`src/rtl/hazard_scheduler.sv`:
```
// hazard_scheduler: pipeline hazard unit for a 5-stage in-order core.
// Produces registered EX operand forwarding selects, a combinational
// load-use / multicycle stall, a branch flush (taken cycle plus one extra
// FLUSH2 cycle) and a busy flag for the multicycle mul/div unit.
// Optional build macro HAZARD_STATS_EN enables a saturating 16-bit counter
// of stalled clock edges on stall_cycles; without it stall_cycles is tied 0.
module hazard_scheduler #(
    parameter int REG_AW        = 5,
    parameter int MULDIV_CYCLES = 4
) (
    input  logic              clk,
    input  logic              rst,
    input  logic [REG_AW-1:0] id_rs,
    input  logic [REG_AW-1:0] id_rt,
    input  logic              id_muldiv,
    input  logic [REG_AW-1:0] ex_rd,
    input  logic              ex_regwrite,
    input  logic              ex_memread,
    input  logic [REG_AW-1:0] mem_rd,
    input  logic              mem_regwrite,
    input  logic              branch_taken,
    output logic [1:0]        fwd_a_sel,
    output logic [1:0]        fwd_b_sel,
    output logic              stall,
    output logic              flush,
    output logic              busy,
    output logic [15:0]       stall_cycles
);

    typedef enum logic [1:0] {
        RUN    = 2'b00,
        MDBUSY = 2'b01,
        FLUSH2 = 2'b10
    } state_t;

    // Counter reload: MDBUSY lasts MULDIV_CYCLES-1 cycles (cnt runs down to 1).
    localparam logic [2:0] MD_LOAD = 3'(MULDIV_CYCLES - 1);

    // A pipeline stage produces a forwardable value for src; r0 never does.
    function automatic logic stage_match(input logic              we,
                                         input logic [REG_AW-1:0] rd,
                                         input logic [REG_AW-1:0] src);
        return we && (rd == src) && (rd != {REG_AW{1'b0}});
    endfunction

    state_t      state_r, next_state_s;
    logic [2:0]  cnt_r, next_cnt_s;
    logic        stall_s, flush_s, busy_s;
    logic        ex_a_s, ex_b_s, mem_a_s, mem_b_s, load_use_s;
    logic [1:0]  sel_a_s, sel_b_s;

    assign ex_a_s     = stage_match(ex_regwrite, ex_rd, id_rs);
    assign ex_b_s     = stage_match(ex_regwrite, ex_rd, id_rt);
    assign mem_a_s    = stage_match(mem_regwrite, mem_rd, id_rs);
    assign mem_b_s    = stage_match(mem_regwrite, mem_rd, id_rt);
    assign load_use_s = ex_memread && (ex_a_s || ex_b_s);

    // Forwarding select choice: EX/MEM result is younger, so it wins over MEM/WB.
    always_comb begin
        sel_a_s = 2'b00;
        sel_b_s = 2'b00;
        if (ex_a_s) begin
            sel_a_s = 2'b10;
        end else if (mem_a_s) begin
            sel_a_s = 2'b01;
        end else begin
            sel_a_s = 2'b00;
        end
        if (ex_b_s) begin
            sel_b_s = 2'b10;
        end else if (mem_b_s) begin
            sel_b_s = 2'b01;
        end else begin
            sel_b_s = 2'b00;
        end
    end

    // Next-state and control outputs; branch beats load-use beats mul/div issue.
    always_comb begin
        next_state_s = state_r;
        next_cnt_s   = cnt_r;
        stall_s      = 1'b0;
        flush_s      = 1'b0;
        busy_s       = 1'b0;
        case (state_r)
            RUN: begin
                if (branch_taken) begin
                    flush_s      = 1'b1;
                    next_state_s = FLUSH2;
                end else if (load_use_s) begin
                    stall_s      = 1'b1;
                end else if (id_muldiv) begin
                    next_state_s = MDBUSY;
                    next_cnt_s   = MD_LOAD;
                end else begin
                    next_state_s = RUN;
                end
            end
            MDBUSY: begin
                if (branch_taken) begin
                    // Taken branch aborts the multicycle op.
                    flush_s      = 1'b1;
                    next_state_s = FLUSH2;
                    next_cnt_s   = 3'd0;
                end else begin
                    stall_s    = 1'b1;
                    busy_s     = 1'b1;
                    next_cnt_s = cnt_r - 3'd1;
                    if (cnt_r == 3'd1) begin
                        next_state_s = RUN;
                    end else begin
                        next_state_s = MDBUSY;
                    end
                end
            end
            FLUSH2: begin
                flush_s      = 1'b1;
                next_state_s = RUN;
            end
            default: begin
                next_state_s = RUN;
                next_cnt_s   = 3'd0;
            end
        endcase
    end

    // State and mul/div countdown register.
    always_ff @(posedge clk) begin
        if (rst) begin
            state_r <= RUN;
            cnt_r   <= 3'd0;
        end else begin
            state_r <= next_state_s;
            cnt_r   <= next_cnt_s;
        end
    end

    // Forwarding selects: a stalled or flushed slot carries a bubble, so select regfile.
    always_ff @(posedge clk) begin
        if (rst) begin
            fwd_a_sel <= 2'b00;
            fwd_b_sel <= 2'b00;
        end else if (!stall_s && !flush_s) begin
            fwd_a_sel <= sel_a_s;
            fwd_b_sel <= sel_b_s;
        end else begin
            fwd_a_sel <= 2'b00;
            fwd_b_sel <= 2'b00;
        end
    end

    assign stall = stall_s;
    assign flush = flush_s;
    assign busy  = busy_s;

`ifdef HAZARD_STATS_EN
    logic [15:0] stall_cnt_r;

    // Saturating count of clock edges seen with stall asserted.
    always_ff @(posedge clk) begin
        if (rst) begin
            stall_cnt_r <= 16'h0000;
        end else if (stall_s && (stall_cnt_r != 16'hFFFF)) begin
            stall_cnt_r <= stall_cnt_r + 16'h0001;
        end else begin
            stall_cnt_r <= stall_cnt_r;
        end
    end

    assign stall_cycles = stall_cnt_r;
`else
    assign stall_cycles = 16'h0000;
`endif

endmodule

```
`config.mk`:
```
export PLATFORM = sky130hd
export DESIGN_NAME = hazard_scheduler
export DESIGN_NICKNAME = d
export VERILOG_FILES = /design/src/rtl/hazard_scheduler.sv
export SDC_FILE = /design/constraint.sdc
export NUM_CORES = 1
export LEC_CHECK = 0
export ABC_CLOCK_PERIOD_IN_PS = 2100
export BUFFER_PORTS_ARGS = -buffer_cell sky130_fd_sc_hd__buf_2
export CORE_MARGIN = 2
export CORE_UTILIZATION = 43
export DETAILED_ROUTE_END_ITERATION = 7
export PLACE_DENSITY_LB_ADDON = 0.15
export SYNTH_ARGS = -nofsm -noshare
export SYNTH_HDL_FRONTEND = slang
export SYNTH_SLANG_ARGS = --single-unit
```
`constraint.sdc`:
```
create_clock -name clk -period 2.1 [get_ports clk]
set_input_delay 0.315 -clock clk [delete_from_list [all_inputs] [get_ports clk]]
set_output_delay 0.315 -clock clk [all_outputs]
set_load 0.02 [all_outputs]
```
After elaboration in Yosys (flattened, before gate mapping)
Cells that the tools add are included.

operators by class
  eq/ne operators = 11
  bitwise operators = 2
  $add $sub $neg = 1
  reductions and logical operators = 21
  mux-type cells = 22

operator list
  cell                 count
  $eq 5x5->1           4
  $mux 3               4
  $logic_and 1x1->1    10
  $mux 2               5
  $reduce_bool 5->1    2
  $mux 1               9
  $pmux 3 s3           1
  $ne 2x2->1 const B   3
  $reduce_or 3->1      2
  $pmux 1 s2           2
  $pmux 2 s2           1
  $reduce_and 4->1     1
  $reduce_or 2->1      2
  $eq 3x1->1 const B   1
  $ne 3x3->1 const B   1
  $sub 3x1->3 const B  1
  $eq 2x1->1 const B   1
  $eq 2x2->1 const B   1
  $logic_not 1->1      2
  $logic_not 2->1      1
  $not 1->1            2
  $logic_or 1x1->1     1

storage, ports and cells
  word-level logic and storage cells = 63
  bits in registers = 9

Longest topological paths before layout
Gate-level depths: netlist (run 1).

  word-level depth = 12
  gate-level depth with buffers = 5
  gate-level depth less buffers = 5

Least setup slack after synthesis (run 1)
No wires, ideal clock.

  kind = input to output
  start point = input port ex_rd[1]
  end point = output port stall
  stages = 5
  data arrival time = 1.429 ns
  slack = 0.356 ns
  buffers on the path = 0
  required time = 1.785 ns
  path through = xor2_1 nor3_1 nand3_1 a211oi_1 o21a_1

between the ends
  longest elaborated chain between the ends = 8
  elaborated cells on any way between the ends = 12
  classes of those cells = eq/ne (2); mux (3); reduce/logical (7)

RTL lines
  what                             RTL line  text
  from (decl)                      16        input logic [REG_AW-1:0] ex_rd,
  $eq 5x5->1                       43        return we && (rd == src) && (rd != {REG_AW{1'b0}});
  $logic_and 1x1->1 (2 in series)  43
  $logic_or 1x1->1 *               56        assign load_use_s = ex_memread && (ex_a_s || ex_b_s);
  $logic_and 1x1->1 *              56
  $mux 1 *                         90        end else if (load_use_s) begin
  $mux 1 *                         87        if (branch_taken) begin
  $pmux 1 s2 *                     85        case (state_r)
  to (decl)                        24        output logic stall,

Mark *: on every way between the ends. The rest lies on a longest branch, timed or not.

Final worst setup path (run 1)
Same ends and word-level chain as after synthesis.

==> results of run 1 <==
## report_power, final
part	switching, uW	internal, uW
Clock	58.8	73.1
Sequential	7.76	178
Combinational	96.8	64.9
## per-stage QoR
step,setup WS (ps),std cells
floorplan,356,114
CTS,110,161
detailed placement,130,157
global placement,122,157
finish,188,161
global route,58.5,161
## cells in the mapped netlist
cell | instances | share of area (%)
buf_4 | 16 | 14
xor2_1 | 13 | 14
dfxtp_1 | 9 | 21
xnor2_1 | 8 | 8.3
nor3_1 | 6 | 3.6
nor2_1 | 5 | 2.2
a211oi_1 | 4 | 3.6
inv_1 | 4 | 1.8
a21oi_1 | 3 | 1.8
nand2b_1 | 3 | 2.2
nand3_1 | 3 | 1.8
ha_1 | 2 | 3.0
nand3b_1 | 2 | 1.8
o2111ai_1 | 2 | 2.1
o21ai_0 | 2 | 1.2
a2111oi_2 | 1 | 1.8
a21oi_2 | 1 | 1.0
a311o_2 | 1 | 1.3
and2_1 | 1 | 0.74
buf_2 | 1 | 0.59
conb_1 | 1 | 0.45
nor2b_1 | 1 | 0.74
nor4_1 | 1 | 0.74
o211ai_1 | 1 | 0.89
o21a_1 | 1 | 0.89
o21ai_4 | 1 | 1.9
o2bb2ai_1 | 1 | 1.0
o31a_1 | 1 | 1.0
o32ai_1 | 1 | 1.0
or3_2 | 1 | 0.89
or4_1 | 1 | 0.89
or4_4 | 1 | 1.3
## flip-flops by register name (all words and copies together) (netlist names)
| name | flops |
|---|---|
| fwd_b_sel | 2 |
| fwd_a_sel | 2 |
| state_r | 2 |
| cnt_r | 3 |
## area by class of cell
cell class                 instances  area (sq um)  area share (%)
clock buffer                       4          26.3            2.59
inverter                           4          15.0            1.48
multi-input combinational         84           582            57.3
sequential                         9           180            17.8
tap                               25          31.3            3.08
timing repair buffer              35           180            17.8
## cells by family after synthesis
kind of cell    synth area share [%]
flops                           21.4
other cells                    0.446
xor+xnor                        21.9
fa+ha+maj                       2.98
buf+inv                         16.7
simple gates                    17.0
compound gates                  19.6
## layer usage
layer	global-route usage, %	share of wire [%]	vias to the layer above
met4	11.4	2.2	0
met1	18.4	40	359
met3	1.11	7.5	4
met2	30.3	50	45
met5	0	0	-
li1	-	-	390
## worst min-delay path by stage
stage,from,depth (start not counted),end
2_1_floorplan,rst,1,cnt_r[1]$_SDFFE_PP0P_
3_3_place_gp,cnt_r[1]$_SDFFE_PP0P_,2,cnt_r[1]$_SDFFE_PP0P_
3_5_place_dp,cnt_r[0]$_SDFFE_PP0P_,2,cnt_r[0]$_SDFFE_PP0P_
4_1_cts,rst,2,cnt_r[1]$_SDFFE_PP0P_
5_1_grt,rst,2,cnt_r[1]$_SDFFE_PP0P_
6_report,rst,2,cnt_r[1]$_SDFFE_PP0P_
==> results_dict.tcl, run 1 <==
set metrics [dict create \
    status "finished, final reports clean" \
    dr.pass1.iters 4 \
    viasPerCell 4.96 \
    grt_pass1_vias 669 \
    startpoint "ex_rd[1]" \
    rsz0062_at_grt "no" \
    total_power_uw 479 \
    clkLatencyLatePin_ps 260 \
    synth_area_per_cell_sq_um 8.49 \
    fp.dieW_um 48.2 \
    power_leakage_uw 0.000446 \
    rows 15 \
    period_share_pct 91.1 \
    ys_seq_area_share_pct 21.4 \
    post_drt_wl_per_cell_um 10.9 \
    cts_tree "built" \
    syn_to_final_growth_pct 20.7 \
    final_area_sq_mm 0.00101 \
    critical_path_buf_inv_count 2 \
    fin_util_pct 56.9 \
    r2r_cells 4 \
    diodes 0 \
    max_cap_viol_count 0 \
    ir_drop_v 0.000198 \
    fin_tns_setup_ps 0 \
    endpoint "stall" \
    cts_resized 0 \
    power_density_mw_per_mm2 472 \
    dp_hpwl_mm 1.49 \
    path_depth 6 \
    grt_max_degree 14 \
    holdBufCountCts 0 \
    clk_path_buf_depth 2 \
    die_area_sq_mm 0.00233 \
    finalHoldViolCount 0 \
    route.detailed.drc 0 \
    ant_nets 0 \
    via_count 798 \
    grt-ovfl-total 0 \
    finalCriticalPeriod_ps 1910 \
    path_class "primary input to output port" \
    fin_nets 166 \
    fmax_mhz 523 \
    core_area_sq_mm 0.00178 \
    synthDistinctLibCells 32 \
    gp_congestion 0.788 \
    required_ps 1780 \
    clkTransAtPathRegs_ps 60 \
    clockRootBuffer "clkbuf_4" \
    fin_hold_ws_ps 327 \
    drt_iter0_markers 13 \
    crit_slowest_cell "or4_4" \
    grt_pass1_wl_mm 2.69 \
    final_cell_mix "buf_2, conb_1, xor2_1, dfxtp_1, xnor2_1" \
    track_usage_pct 16.7 \
    drive_gt1_share_pct 33.1 \
    crit_path_end_kind "output port" \
    reg2reg_from "state_r[1]$_SDFFE_PP0N_" \
    finalSetupViolCount 0 \
    ff2ff_setup_slack_ps 580 \
    worst_r2r_endpoint "cnt_r[1]$_SDFFE_PP0P_" \
    startpoint_type "primary input" \
    wl_mm 1.75 \
    dpl_cell_area_sq_um 983 \
    synth_warnings 0 \
    postSynthCellCount 99 \
    numPortBuffers 33 \
    maxSlewViolCount 0 \
    arrival_ps 1600 \
    die_h_um 48.2 \
    synth_area_sq_um 841 \
    cts_buffers 3 \
    cp_common_cell "buf_2" \
    critical_path.max_stage_delay_ps 540 \
    initial_core_util_pct 47.2 \
    min_path_type "primary input to register" \
    path_cells "buf_2 > or4_4 > o21ai_4 > a211oi_2 > o21a_1 > buf_2" \
    crit_path_max_fanout 5 \
    final.setup_skew_ps 6.02 \
    cpLargestDelayFamily "simple AND/OR/NAND/NOR gates" \
    nFillCells 187 \
    ios 50 \
    final_common_cell "buf_2" \
    clock_sink_count 9 \
    h-tree-depth 1 \
    post-cts-setup-buffers 0 \
    antenna_found_initial 0 \
    ys_ff_latch 9 \
]
(Power assumes the default switching activity.)
==> run 2: changes to the inputs <==
- ABC_CLOCK_PERIOD_IN_PS: 2100 -> 1530
- CORE_UTILIZATION: 43 -> 38
- GPL_TIMING_DRIVEN: not set -> 0
- PLACE_DENSITY: not set -> 0.81
- PLACE_DENSITY_LB_ADDON: 0.15 -> not set
- clock period: 2.1 -> 1.53 ns (I/O delays scaled with it)
==> run 2 against run 1 <==
  * The flow now finishes with violations (setup timing)
  * Total power rose by 50%
  * Global-route usage fell by 0.77 points
  * Register-to-register slack got worse by 380 ps
  * Utilization fell by 0.77 points
  * First-iteration DRC count rose by 31%
  * Final area rose by 19%
  * Clock skew fell by 3.5 ps
  * Largest power group is now combinational logic
  * Combinational power rose by 73%
  * Setup slack got worse by 300 ps
==> results_dict.tcl, run 2 (same netlist as run 1, synthesis figures left out) <==
set metrics [dict create \
    total_power_uw 720 \
    h-tree-depth 1 \
    ios 50 \
    grt_pass1_vias 783 \
    initial_core_util_pct 39.1 \
    dp_hpwl_mm 1.67 \
    syn_to_final_growth_pct 43.5 \
    failed_checks "setup timing" \
    drive_gt1_share_pct 45.2 \
    post_drt_wl_per_cell_um 11.6 \
    power_leakage_uw 0.000558 \
    clkLatencyLatePin_ps 260 \
    required_ps 1300 \
    arrival_ps 1410 \
    crit_path_end_kind "output port" \
    r2r_cells 5 \
    reg2reg_from "state_r[0]$_SDFFE_PP0N_" \
    gp_congestion 0.900 \
    route.detailed.drc 0 \
    ir_drop_v 0.000345 \
    rows 17 \
    clockRootBuffer "clkbuf_4" \
    rsz0062_at_grt "yes" \
    ant_nets 0 \
    stdcell_count 183 \
    numPortBuffers 33 \
    hold-path-endpoint "cnt_r[1]$_SDFFE_PP0P_" \
    status "finished with violations" \
    power_density_mw_per_mm2 597 \
    min_path_type "primary input to register" \
    min-delay-start "rst" \
    diodes 0 \
    die_area_sq_mm 0.00261 \
    core_area_sq_mm 0.00215 \
    final_cell_mix "buf_2, buf_4, conb_1, xor2_1" \
    fp.dieW_um 51.0 \
    top_register "cnt_r" \
    setup_ws_ps -112 \
    ff2ff_setup_slack_ps 200 \
    finalHoldViolCount 0 \
    grt_pass1_wl_mm 3.18 \
    largest_reg_flops 3 \
    period_share_pct 107 \
    fin_nets 185 \
    startpoint_type "primary input" \
    track_usage_pct 16.0 \
    path_class "primary input to output port" \
    clk_path_buf_depth 2 \
    final_common_cell "buf_2" \
    dr.pass1.iters 4 \
    clkTransAtPathRegs_ps 60 \
    cts_buffers 3 \
    final.setup_skew_ps 2.51 \
    via_count 874 \
    holdPathStages 2 \
    fmax_mhz 609 \
    crit_path_max_fanout 3 \
    max_cap_viol_count 0 \
    drt_iter0_markers 17 \
    viasPerCell 4.78 \
    post-place-ws_ps -283 \
    grt-ovfl-total 0 \
    dp.cells 175 \
    clock_sink_count 9 \
    worst_r2r_endpoint "fwd_a_sel[0]$_SDFF_PP0_" \
    cts_tree "built" \
    finalCriticalPeriod_ps 1640 \
    maxSlewViolCount 0 \
    finalSetupViolCount 1 \
    die_h_um 51.0 \
    antenna_found_initial 0 \
    grt_max_degree 11 \
    wl_mm 2.12 \
]
==> run 2: critical path, cell delays in order <==
cell      delay, ps
buf_6           100
or4_4           540
o21ai_4         160
a211oi_2         70
o21a_1          180
buf_6           130
==> run 2: final cells by class <==
class	instances	area, sq um
Fill cell	208	942
Multi-Input combinational cell	84	609
Timing Repair Buffer	37	214
Sequential cell	9	181
Buffer	17	125
Tap cell	28	35.0
Clock buffer	4	26.3
Inverter	4	15.0
==> run 2: what timing repair did <==
action                                  in CTS  in global routing
gates resized for setup                      9                  4
pin swaps                                    6                  8
buffers inserted                             4                  0
endpoints found under the setup margin       3                  6
hold buffers                                 0                  0
==> run 2: worst max-delay path by stage <==
| stage | startpoint | to | cells after the start |
|---|---|---|---|
| final | ex_rd[2] | stall | 6 |
| after global placement | ex_rd[0] | stall | 7 |
| after floorplan | ex_rd[1] | cnt_r[1]$_SDFFE_PP0P_ | 5 |
| after CTS | ex_rd[4] | stall | 6 |
| after global routing | ex_rd[2] | stall | 6 |
| after detailed placement | ex_rd[2] | stall | 7 |
==> run 2: layer usage <==
layer  vias up  routed length (um)  GRT usage [%]
li1        433                   -              -
met1       392                 805           18.6
met2        47                1120           29.2
met3         2                 184           1.75
met4         0                   9           6.76
met5         -                   0              0
==> run 2: power breakdown <==
group	leakage, uW	total [uW]	internal (uW)	switching (uW)
registers	0.0000736	253	244	8.66
clock network	0.0000150	186	101	85.6
logic	0.000470	281	127	154
total	0.000558	720	472	248
==> run 2: per-stage QoR <==
step | area, sq um | utilization, % | hold slack [ps] | TNS [ps]
2_1_floorplan | 902 | - | 298 | -10.1
4_1_cts | 1190 | 55.4 | 221 | -160
6_report | 1210 | 56.1 | 230 | -112
3_5_place_dp | 1100 | 51.3 | 501 | -658
3_3_place_gp | 1100 | 51.3 | 504 | -524
5_1_grt | 1210 | 56.1 | 227 | -159
==> run 3: changes to the inputs <==
- ABC_AREA: not set -> 1
- CORE_UTILIZATION: 38 -> 40
- PLACE_DENSITY: 0.81 -> 0.83
==> run 3 against run 2 <==
  * First-iteration DRC count shrank 18%
  * Clock power hardly changed
  * Largest cell class unchanged
  * Utilization shrank 0.69 points
  * Worst hold slack got worse by 18 ps
  * Area after synthesis grew 9.1%
  * Critical path depth rose by 6
  * The flow now finishes without violations
  * Global-route usage down 0.050 points
  * Largest power group unchanged
  * Clock skew down 1.5 ps
  * Register-to-register slack better by 160 ps
==> results_dict.tcl, run 3 <==
set metrics [dict create \
    dp.cells 234 \
    final_common_cell "nand2_1" \
    drive_gt1_share_pct 32.7 \
    synth-async-reset-ratio_pct 0 \
    min_path_type "primary input to register" \
    ff2ff_setup_slack_ps 360 \
    rsz0062_at_grt "no" \
    stdcell_count 239 \
    postSynthCellCount 158 \
    fin_util_pct 55.5 \
    post-place-ws_ps -3.52 \
    synth_area_leader_cell "dfxtp_1" \
    clk_path_buf_depth 2 \
    synth.most_common_cell "nand2_1" \
    die_area_sq_mm 0.00269 \
    grt-ovfl-total 0 \
    final.setup_skew_ps 0.980 \
    path_cells "buf_2 > inv_2 > nand2_1 > nand2_1 > inv_1 > nand2_1 > nor2_2 > nand2_2 > nand2_2 > nand4_1 > nand2_1 > buf_6" \
    maxSlewViolCount 0 \
    worst_r2r_endpoint "cnt_r[1]$_SDFFE_PP0P_" \
    clockRootBuffer "clkbuf_4" \
    cts_tree "built" \
    ys_ff_latch 9 \
    post_drt_wl_per_cell_um 8.05 \
    grt_pass1_vias 847 \
    reg2reg_from "cnt_r[0]$_SDFFE_PP0P_" \
    top_register "cnt_r" \
    ios 50 \
    synth_warnings 0 \
    status "finished, final reports clean" \
    arrival_ps 1200 \
    power_density_mw_per_mm2 573 \
    power_leakage_uw 0.000738 \
    yosys.area.top_type_share_pct 19.6 \
    clkTransAtPathRegs_ps 60 \
    fmax_mhz 701 \
    synth_area_leaders "dfxtp_1, nand2_1, buf_4, inv_1, nor2_1" \
    via_count 1039 \
    final_cell_mix "nand2_1, buf_2, inv_1, buf_4, conb_1" \
    critical_path.max_stage_delay_ps 140 \
    synthDistinctLibCells 22 \
    largest_reg_flops 3 \
    startpoint_type "primary input" \
    drt_iter0_markers 14 \
    antenna_found_initial 0 \
    cts_buffers 3 \
    viasPerCell 4.35 \
    fin_hold_ws_ps 212 \
    synth-edff-count 0 \
    clock_sink_count 9 \
    holdPathStages 2 \
    cpLargestDelayFamily "simple AND/OR/NAND/NOR gates" \
    initial_core_util_pct 41.9 \
    path_class "primary input to output port" \
    track_usage_pct 15.9 \
    numPortBuffers 33 \
    synth_common_cells "nand2_1, inv_1, buf_4" \
    crit_path_end_kind "output port" \
    fin_nets 241 \
    cp_common_cell "nand2_1" \
    finalCriticalPeriod_ps 1430 \
    crit_slowest_cell "nor2_2" \
    critical_path_buf_inv_count 4 \
    dp_hpwl_mm 1.65 \
    h-tree-depth 1 \
    min-delay-start "rst" \
    gp_congestion 0.900 \
    fp.dieW_um 51.9 \
    required_ps 1300 \
    total_power_uw 696 \
    holdBufCountCts 0 \
    period_share_pct 93.2 \
    hold-path-endpoint "cnt_r[0]$_SDFFE_PP0P_" \
    synth_area_per_cell_sq_um 5.80 \
    grt_pass1_wl_mm 3.22 \
    crit_path_max_fanout 3 \
    grt_max_degree 7 \
    max_cap_viol_count 0 \
    r2r_cells 5 \
    ant_nets 0 \
    dr.pass1.iters 4 \
    rows 17 \
    die_h_um 51.9 \
    core_area_sq_mm 0.00219 \
    synth_area_sq_um 917 \
    clkLatencyLatePin_ps 260 \
    route.detailed.drc 0 \
    setup_ws_ps 104 \
    ys_seq_area_share_pct 19.6 \
    finalHoldViolCount 0 \
    finalSetupViolCount 0 \
    syn_to_final_growth_pct 32.5 \
    wl_mm 1.92 \
    diodes 0 \
    synth_ff_type "dfxtp_1" \
    ir_drop_v 0.000339 \
]
==> run 3: logic make-up (layout without fill, tap and decap cells) <==
| family | count (synthesis) | count (layout) | share of synthesized area [%] |
|---|---|---|---|
| buf+inv | 46 | 84 | 25.4 |
| xor+xnor | 4 | 4 | 3.82 |
| compound gates | 16 | 16 | 9.14 |
| simple gates | 80 | 80 | 38.9 |
| fa+ha+maj | 2 | 2 | 2.73 |
| flops | 9 | 9 | 19.6 |
| other cells | 1 | 16 | 0.409 |
==> run 3: worst max path at each step <==
stage	startpoint	end	slack, ps	cells past startpoint
after floorplan	state_r[1]$_SDFFE_PP0N_	fwd_a_sel[1]$_SDFF_PP0_	270	4
after global placement	ex_rd[4]	stall	20	11
after detailed placement	ex_rd[4]	stall	-4	11
after CTS	ex_rd[4]	stall	50	11
after global routing	ex_rd[3]	stall	4	12
final	id_rs[1]	stall	100	12
==> run 3: routing by layer <==
layer  part of all wire [%]  vias to the layer above  track usage, %
li1                       -                      559               -
met1                     44                      436            18.7
met2                     47                       40            28.3
met3                    6.6                        4            1.72
met4                    2.1                        0            7.89
met5                      0                        -               0
==> run 3: where the power goes <==
part	switching, uW	internal (uW)
Sequential	6.27	243
Clock	88.0	96.6
Combinational	153	109
==> run 3: what timing repair did <==
item / 4_1_cts / 5_1_grt
resized for setup: 0 / 5
endpoints found under the hold margin: 0 / 0
pin swaps: 0 / 1
setup endpoints to repair: 1 / 1
buffers inserted: 1 / 0
==> run 3: final cells by class <==
type | count | area [sq um]
Fill cell | 237 | 976
Multi-Input combinational cell | 118 | 561
Sequential cell | 9 | 180
Timing Repair Buffer | 34 | 179
Buffer | 16 | 120
Inverter | 30 | 113
Tap cell | 28 | 35.0
Clock buffer | 3 | 22.5
Clock inverter | 1 | 5.00
==> run 3: per-stage QoR <==
stage	TNS, ps	instance area [sq um]
after global placement	0	1170
after global routing	0	1210
final	0	1210
after detailed placement	-3.52	1170
after floorplan	0	973
after CTS	0	1210
